File: config.mk
export PLATFORM = sky130hd
export DESIGN_NAME = vliw_hazard_scoreboard
export DESIGN_NICKNAME = d
export VERILOG_FILES = /design/src/rtl/vliw_pkg.sv /design/src/rtl/vliw_hazard_scoreboard_entry.sv /design/src/rtl/vliw_hazard_scoreboard.sv
export SDC_FILE = /design/constraint.sdc
export NUM_CORES = 1
export LEC_CHECK = 0
export BUFFER_PORTS_ARGS = -buffer_cell sky130_fd_sc_hd__buf_2
export CAP_MARGIN = 20
export CORE_MARGIN = 1
export CORE_UTILIZATION = 25
export DETAILED_ROUTE_END_ITERATION = 8
export SYNTH_ARGS = -nofsm -noshare
export SYNTH_HDL_FRONTEND = slang
export SYNTH_SLANG_ARGS = --single-unit
File: constraint.sdc
create_clock -name clk -period 4.3 [get_ports clk]
set_input_delay 0.43 -clock clk [delete_from_list [all_inputs] [get_ports clk]]
set_output_delay 0.43 -clock clk [all_outputs]
set_load 0.02 [all_outputs]
File: src/rtl/vliw_pkg.sv
// Shared defaults and slot-field helpers for the VLIW hazard
// scoreboard and its per-register pending-load entries.
package vliw_pkg;

  localparam int DEF_NUM_SLOTS  = 2;
  localparam int DEF_REG_ADDR_W = 3;

  typedef enum logic [1:0] {
    MODE_RUN,
    MODE_STALL,
    MODE_FLUSH
  } mode_e;

  function automatic int fld_lo(
    input int slot,
    input int w
  );
    return slot * w;
  endfunction

endpackage

File: src/rtl/vliw_hazard_scoreboard_entry.sv
// One pending-load counter: set to LOAD_LAT on issue, then counts
// down to zero; busy while nonzero.
module hazard_sb_entry #(
  parameter int LOAD_LAT = 1
) (
  input  logic clk,
  input  logic rst,
  input  logic i_set,
  output logic o_busy
);

  localparam int PW = $clog2(LOAD_LAT + 1);

  logic [PW-1:0] r_pend;

  always_ff @(posedge clk or posedge rst) begin
    if (rst) begin
      r_pend <= '0;
    end else if (i_set) begin
      r_pend <= PW'(LOAD_LAT);
    end else if (r_pend != '0) begin
      r_pend <= r_pend - PW'(1);
    end
  end

  assign o_busy = (r_pend != '0);

endmodule

File: src/rtl/vliw_hazard_scoreboard.sv
// Load-use / WAW / branch hazard control for the multi-slot VLIW
// pipeline, between the IF/ID register and the ID/EX control mux.
module vliw_hazard_scoreboard
  import vliw_pkg::*;
#(
  parameter int NUM_SLOTS      = DEF_NUM_SLOTS,
  parameter int REG_ADDR_W     = DEF_REG_ADDR_W,
  parameter int LOAD_LAT       = 1,
  parameter int BRANCH_BUBBLES = 1,
  parameter int CNT_W          = 16
) (
  input  logic                            clk,
  input  logic                            rst,
  input  logic                            id_valid,
  input  logic [NUM_SLOTS*REG_ADDR_W-1:0] id_rs1,
  input  logic [NUM_SLOTS*REG_ADDR_W-1:0] id_rs2,
  input  logic [NUM_SLOTS*REG_ADDR_W-1:0] id_rd,
  input  logic [NUM_SLOTS-1:0]            id_rs1_en,
  input  logic [NUM_SLOTS-1:0]            id_rs2_en,
  input  logic [NUM_SLOTS-1:0]            id_rd_en,
  input  logic [NUM_SLOTS-1:0]            id_is_load,
  input  logic                            branch_taken,
  output logic                            pc_write,
  output logic                            if_id_write,
  output logic                            ctrl_mux,
  output logic                            if_id_flush,
  output logic                            bundle_conflict,
  output logic [CNT_W-1:0]                stall_cycles
);

  localparam int NREG = 2 ** REG_ADDR_W;
  localparam int FW   = $clog2(BRANCH_BUBBLES + 1);

  logic [REG_ADDR_W-1:0] w_rs1 [NUM_SLOTS];
  logic [REG_ADDR_W-1:0] w_rs2 [NUM_SLOTS];
  logic [REG_ADDR_W-1:0] w_rd  [NUM_SLOTS];
  logic [NREG-1:0]       w_busy;
  logic [NREG-1:0]       w_set;
  logic                  w_hit;
  logic                  w_conflict;
  logic                  w_flushing;
  logic                  w_stall;
  logic                  w_issue;
  mode_e                 w_mode;
  logic [FW-1:0]         r_flush_cnt;
  logic                  r_conflict;
  logic [CNT_W-1:0]      r_stall_cnt;

  always_comb begin
    for (int s = 0; s < NUM_SLOTS; s++) begin
      w_rs1[s] = id_rs1[fld_lo(s, REG_ADDR_W) +: REG_ADDR_W];
      w_rs2[s] = id_rs2[fld_lo(s, REG_ADDR_W) +: REG_ADDR_W];
      w_rd[s]  = id_rd[fld_lo(s, REG_ADDR_W) +: REG_ADDR_W];
    end
  end

  // rd against the scoreboard catches WAW on an in-flight load
  always_comb begin
    w_hit = 1'b0;
    for (int s = 0; s < NUM_SLOTS; s++) begin
      if (id_rs1_en[s] && w_busy[w_rs1[s]]) w_hit = 1'b1;
      if (id_rs2_en[s] && w_busy[w_rs2[s]]) w_hit = 1'b1;
      if (id_rd_en[s] && w_busy[w_rd[s]])   w_hit = 1'b1;
    end
    w_hit = w_hit & id_valid;
  end

  always_comb begin
    w_conflict = 1'b0;
    for (int i = 0; i < NUM_SLOTS; i++) begin
      for (int j = i + 1; j < NUM_SLOTS; j++) begin
        if (id_rd_en[i]) begin
          if (id_rs1_en[j] && w_rs1[j] == w_rd[i]) w_conflict = 1'b1;
          if (id_rs2_en[j] && w_rs2[j] == w_rd[i]) w_conflict = 1'b1;
          if (id_rd_en[j]  && w_rd[j]  == w_rd[i]) w_conflict = 1'b1;
        end
      end
    end
    w_conflict = w_conflict & id_valid;
  end

  assign w_flushing = branch_taken | (r_flush_cnt != '0);
  assign w_stall    = w_hit & ~w_flushing;
  assign w_issue    = id_valid & ~w_stall & ~w_flushing;

  always_comb begin
    w_set = '0;
    if (w_issue) begin
      for (int s = 0; s < NUM_SLOTS; s++) begin
        if (id_is_load[s] && id_rd_en[s]) w_set[w_rd[s]] = 1'b1;
      end
    end
  end

  always_comb begin
    w_mode = MODE_RUN;
    if (w_flushing)   w_mode = MODE_FLUSH;
    else if (w_stall) w_mode = MODE_STALL;
  end

  always_comb begin
    pc_write    = 1'b1;
    if_id_write = 1'b1;
    ctrl_mux    = 1'b1;
    if_id_flush = 1'b0;
    unique case (w_mode)
      MODE_STALL: begin
        pc_write    = 1'b0;
        if_id_write = 1'b0;
        ctrl_mux    = 1'b0;
      end
      MODE_FLUSH: begin
        ctrl_mux    = 1'b0;
        if_id_flush = 1'b1;
      end
      default: ;
    endcase
  end

  for (genvar r = 0; r < NREG; r++) begin : g_ent
    hazard_sb_entry #(
      .LOAD_LAT(LOAD_LAT)
    ) u_ent (
      .clk   (clk),
      .rst   (rst),
      .i_set (w_set[r]),
      .o_busy(w_busy[r])
    );
  end

  // the branch cycle is the first flush cycle, hence BUBBLES-1
  always_ff @(posedge clk or posedge rst) begin
    if (rst) begin
      r_flush_cnt <= '0;
    end else if (branch_taken) begin
      r_flush_cnt <= FW'(BRANCH_BUBBLES - 1);
    end else if (r_flush_cnt != '0) begin
      r_flush_cnt <= r_flush_cnt - FW'(1);
    end
  end

  always_ff @(posedge clk or posedge rst) begin
    if (rst) begin
      r_conflict  <= 1'b0;
      r_stall_cnt <= '0;
    end else begin
      r_conflict <= r_conflict | w_conflict;
      if (w_stall && r_stall_cnt != '1) begin
        r_stall_cnt <= r_stall_cnt + CNT_W'(1);
      end
    end
  end

  assign bundle_conflict = r_conflict;
  assign stall_cycles    = r_stall_cnt;

endmodule

==> flow_metrics.env, run 1 <==
export IMPL_hold_slack_ps=52.2
export IMPL_via_per_inst=4.87
export IMPL_max_freq_mhz=336
export IMPL_cts_tree="done"
export IMPL_combPwrFrac_pct=29.8
export IMPL_synth_area_um2=1800
export IMPL_hold_viol=0
export IMPL_initial_utilization_pct=26.2
export IMPL_clock_sinks=25
export IMPL_tightest_slew_ps=585
export IMPL_pwr_share_clk_pct=22.3
export IMPL_post_route_util_pct=32.0
export IMPL_first_pass_iters=4
export IMPL_vias=1586
export IMPL_ctsHoldBuffers=0
export IMPL_tns_ps=0
export IMPL_worst_setup_path_start_kind="flop"
export IMPL_die_x_um=86.8
export IMPL_vdd_drop_max_uv=114
export IMPL_die_h_um=86.8
export IMPL_grt_usage_pct=12.3
export IMPL_drv_slew=0
export IMPL_die_area_um2=7530
export IMPL_place_area_um2=2120
export IMPL_ys_flop_type="dfrtp_1"
export IMPL_worst_path_largest_cell_delay_ps=480
export IMPL_drv_cap=0
export IMPL_power_frac_seq_pct=47.9
export IMPL_worst_skew_pair_late_latency_ps=260
export IMPL_antenna_found_initial=0
export IMPL_crit_family="compound AO/OA/AOI/OAI gates"
export IMPL_fin_skew_ps=2.72
export IMPL_synth_edf_count=0
export IMPL_cts_max_level=1
export IMPL_drc_errors=0
export IMPL_syn_num_nets=216
export IMPL_max_slew_margin_pct=60.9
export IMPL_post_cts_buffers=0
export IMPL_slowest_stage="mux4_2"
export IMPL_antenna_cells=0
export IMPL_synth_async_reset_ratio_pct=100
export IMPL_final_common_cell="buf_2"
export IMPL_cp_cell_sequence="mux4_2, nand2b_1, a32o_1, a2111oi_4, buf_4, inv_1, a21oi_1, buf_2"
export IMPL_dp_slack_ps=1470
export IMPL_crit_arrival_ps=2550
export IMPL_setup_viol=0
export IMPL_finalWorstPathRequiredPeriod_ps=2980
export IMPL_crit_fanout=17
export IMPL_wl_per_cell_um=13.4
export IMPL_yosys_warnings=0
export IMPL_synth_avg_cell_area_um2=9.71
export IMPL_drive_gt1_share_pct=31.3
export IMPL_cp_end_kind="output pin"
export IMPL_dpl_hpwl_um=3370
export IMPL_dpl_cell_count=321
export IMPL_instances_no_fill=326
export IMPL_p_int_mw=0.401
export IMPL_ys_types=42
export IMPL_outcome="complete, no violations"
export IMPL_portBuffers=50
export IMPL_path_clk_slew_ps=80
export IMPL_path_buf_inv=3
export IMPL_overflow=0
export IMPL_coreArea_um2=6870
export IMPL_area_growth_pct=22.3
export IMPL_cts_buffer_depth=2
export IMPL_required_ps=3870
export IMPL_grt_max_degree=26
export IMPL_num_fill_cells=718
export IMPL_rsz0062_at_grt="false"
export IMPL_finalWeightedCongestion=0.783
export IMPL_finalCritPeriodShare_pct=69.3
export IMPL_first_global_vias=1491
export IMPL_wl_um=4360
export IMPL_cp_depth=8
export IMPL_postRouteAntennaNets=0
export IMPL_path_class="flop to output pin"
export IMPL_ios=51
export IMPL_timing_final_ws_setup_ps=1320
export IMPL_num_rows=30
export IMPL_reg2reg_depth=7
export IMPL_grt_pass1_wl_um=7260
export IMPL_synthCells=185
export IMPL_pwr_density_cell_nw_per_um2=278
export IMPL_leakagePower_nw=1.02
export IMPL_post_cts_resized=0
export IMPL_p_sw_share_pct=34.2
export IMPL_clockRootBuffer="clkbuf_8"
export IMPL_design_power_total_mw=0.610
export IMPL_hp_class="primary input to async pin"
export IMPL_final_cell_mix="50 x buf_2, 25 x dfrtp_1, 14 x xor2_1"
export IMPL_nets=262
export IMPL_switching_power_mw=0.209
export IMPL_synth_seq_cells=25
export IMPL_numCtsBuffers=3
export IMPL_drt_iter0_markers=93
export IMPL_ys_seq_area_share_pct=34.8
export IMPL_final_cell_area_um2=2200
-- worst paths after layout --
check	slack [ps]	end	startpoint
max	1320	ctrl_mux	g_ent[5].u_ent.o_busy
min	50	stall_cycles[6]	rst
min in group clk	470	bundle_conflict	id_valid
max in group asynchronous	3880	g_ent[5].u_ent.o_busy	rst
min reg2reg	480	bundle_conflict	bundle_conflict
max reg2reg	1890	stall_cycles[1]	g_ent[5].u_ent.o_busy
-- worst reg2reg max path, delay by kind of cell, from the launching register on --
| kind | cells | cell delay, ps |
|---|---|---|
| muxes | 2 | 780 |
| AOI/OAI and AO/OA | 2 | 530 |
| buffers and inverters | 1 | 270 |
| and+or+nand+nor | 2 | 270 |
| DFF | 1 | 460 |
-- routing by layer --
layer | vias up | global-route usage [%] | share of wire (%)
met5 | - | 0 | 0
met4 | 0 | 3.18 | 1.2
met3 | 4 | 1.81 | 4.9
met2 | 41 | 20.7 | 49
met1 | 765 | 16.4 | 45
li1 | 776 | - | -
-- power by group through the flow --
stage	Clock [mW]	Sequential, mW	Combinational (mW)
floorplan	0	0.324	0.0864
global placement	0	0.297	0.178
detailed placement	0	0.297	0.180
CTS	0.146	0.292	0.182
global route	0.156	0.298	0.201
finish	0.136	0.292	0.182
-- cell families (layout without fill, tap and decap cells) --
family / count (synthesis) / in the layout / synth area share [%]
DFF: 25 / 25 / 34.8
and+or+nand+nor: 75 / 75 / 22.4
AOI/OAI and AO/OA: 25 / 25 / 11.6
adders and majority gates: 1 / 1 / 0.696
xor gates and xnor gates: 23 / 23 / 11.2
buffers and inverters: 17 / 62 / 4.04
muxes: 19 / 19 / 15.3
-- cells in the mapped netlist, drive strengths merged (3+ instances only) --
cell     n  share of area [%]
nor4     5                1.7
xnor2    9                4.4
clkbuf   7                1.5
mux2     7                4.4
nand2b   5                1.7
nand2   10                2.2
buf      4                1.3
xor2    14                6.8
inv      6                1.3
nor2    13                2.7
nand4    8                2.8
a22oi    4                1.7
nor2b    5                1.7
nand3   10                2.8
mux4     6                7.5
mux2i    6                3.3
and3     5                1.7
nor3     8                2.2
a21oi    3               0.84
dfrtp   25                 35
-- registers in the layout (all words and copies together), names as in the netlist --
register / count
stall_cycles: 16
g_ent.u_ent.o_busy: 8
bundle_conflict: 1
-- area by class of cell --
type / instances / area (µm²) / share of cell area (%)
tap: 96 / 120 / 5.47
timing repair buffer: 52 / 285 / 13.0
clock buffer: 4 / 45.0 / 2.05
multi-input combinational: 143 / 1100 / 50.0
inverter: 6 / 22.5 / 1.03
sequential: 25 / 626 / 28.5
Note: power is estimated with default switching activity, not from simulation.
==> run 2, diff against run 1 <==
- clock period: 4.3 -> 2.8 ns (I/O delays scaled with it)
==> run 2 against run 1 <==
Against the previous run: clock skew is 2.3 ps higher; sequential cell count stayed put; combinational power is 50% higher; via count is 0.38% higher; sequential power is 55% higher; first-iteration DRC count is 18% higher; global-route usage is 0.12 points higher; die area stayed put; design area is 1.3% lower; routed wire length is 2.5% higher; register-to-register slack worse by 1500 ps; clock power is 57% higher; critical endpoint unchanged; largest power group unchanged.
==> flow_metrics.env, run 2 (synthesis results as in run 1) <==
export IMPL_outcome="complete, no violations"
export IMPL_finalWorstPathRequiredPeriod_ps=2630
export IMPL_via_per_inst=4.90
export IMPL_clock_sinks=25
export IMPL_post_cts_resized=0
export IMPL_setup_viol=0
export IMPL_largest_reg_flops=16
export IMPL_die_area_um2=7530
export IMPL_design_power_total_mw=0.939
export IMPL_num_fill_cells=711
export IMPL_required_ps=2520
export IMPL_instances_no_fill=325
export IMPL_worst_skew_pair_late_latency_ps=270
export IMPL_cts_buffer_depth=2
export IMPL_numCtsBuffers=3
export IMPL_drt_iter0_markers=110
export IMPL_worst_path_largest_cell_delay_ps=460
export IMPL_fin_skew_ps=5.06
export IMPL_first_pass_iters=4
export IMPL_post_route_util_pct=31.6
export IMPL_crit_family="compound AO/OA/AOI/OAI gates"
export IMPL_worst_setup_path_start_kind="flop"
export IMPL_leakagePower_nw=1.01
export IMPL_wl_per_cell_um=13.8
export IMPL_dpl_hpwl_um=3410
export IMPL_post_cts_buffers=0
export IMPL_nets=261
export IMPL_tns_ps=0
export IMPL_finalCritPeriodShare_pct=94.1
export IMPL_initial_utilization_pct=26.2
export IMPL_grt_pass1_wl_um=7420
export IMPL_cts_max_level=1
export IMPL_path_class="flop to output pin"
export IMPL_ios=51
export IMPL_slowest_stage="dfrtp_1"
export IMPL_dp_slack_ps=373
export IMPL_vias=1592
export IMPL_ctsHoldBuffers=0
export IMPL_ff_latch_area_um2=626
export IMPL_antenna_cells=0
export IMPL_rsz0062_at_grt="false"
export IMPL_hold_slack_ps=202
export IMPL_num_rows=30
export IMPL_antenna_found_initial=0
export IMPL_max_freq_mhz=380
export IMPL_final_cell_mix="50 x buf_2, 25 x dfrtp_1, 14 x xor2_1"
export IMPL_timing_final_ws_setup_ps=165
export IMPL_top_usage_layer="met2"
export IMPL_die_h_um=86.8
export IMPL_multi_input_area_um2=1100
export IMPL_cts_tree="done"
export IMPL_drv_cap=0
export IMPL_postRouteAntennaNets=0
export IMPL_coreArea_um2=6870
export IMPL_hp_class="primary input to async pin"
export IMPL_area_growth_pct=20.8
export IMPL_dpl_cell_count=321
export IMPL_pwr_density_cell_nw_per_um2=433
export IMPL_crit_fanout=6
export IMPL_place_area_um2=2120
export IMPL_final_common_cell="buf_2"
export IMPL_drv_slew=0
export IMPL_cp_cell_sequence="mux4_2, nand2b_1, a32o_1, a2111oi_4, inv_1, a21oi_1, buf_2"
export IMPL_grt_usage_pct=12.4
export IMPL_final_cell_area_um2=2170
export IMPL_first_global_vias=1563
export IMPL_path_buf_inv=2
export IMPL_grt_max_degree=26
export IMPL_gr_usage_met3_pct=1.81
export IMPL_hold_viol=0
export IMPL_path_clk_slew_ps=90
export IMPL_finalWeightedCongestion=0.816
export IMPL_use_met1_pct=16.4
export IMPL_wl_um=4470
export IMPL_grt_util_met2_pct=20.3
export IMPL_die_x_um=86.8
export IMPL_drive_gt1_share_pct=31.0
export IMPL_max_slew_margin_pct=38.7
export IMPL_overflow=0
export IMPL_cp_end_kind="output pin"
export IMPL_clockRootBuffer="clkbuf_8"
export IMPL_crit_arrival_ps=2350
export IMPL_portBuffers=50
export IMPL_drc_errors=0
export IMPL_tightest_slew_ps=919
export IMPL_vdd_drop_max_uv=220
==> run 2: changes by cell type in the layout (fill, tap and decap cells not counted) <==
cell / change
buf_16: -1
==> run 2: where the power goes <==
group | total, mW | internal [mW] | switching, mW
registers | 0.452 | 0.400 | 0.0517
clock network | 0.214 | 0.102 | 0.112
logic | 0.273 | 0.110 | 0.163
==> run 2: path summary, 6_finish.rpt <==
path | startpoint | end | slack, ps | cells after the start
setup / recovery | g_ent[1].u_ent.o_busy | ctrl_mux | 170 | 7
hold / removal | rst | stall_cycles[5] | 200 | 2
setup reg to reg | g_ent[1].u_ent.o_busy | stall_cycles[1] | 380 | 7
hold reg to reg | bundle_conflict | bundle_conflict | 460 | 1
max in group asynchronous | rst | stall_cycles[8] | 2040 | 2
min in group clk | id_valid | bundle_conflict | 320 | 2
==> run 2: worst register-to-register path, cell delays in order (launching register included) <==
cell and delay (ps):
dfrtp_1 460, mux4_2 460, nand2b_1 150, a32o_1 250, a2111oi_4 310, buf_4 280
nor3_1 110, mux2_2 300
==> run 2: final cells by class <==
class,instances,area share [%]
clock buffers,4,2.08
inverters,6,1.04
multi-input cells,143,50.6
well taps,96,5.54
flip-flops and latches,25,28.8
repair buffers,51,11.9
==> run 2: layer usage <==
layer / up-vias / share of wire [%]
met3: 10 / 4.4
met5: - / 0
met4: 0 / 2.7
met1: 754 / 46
met2: 54 / 47
li1: 774 / -
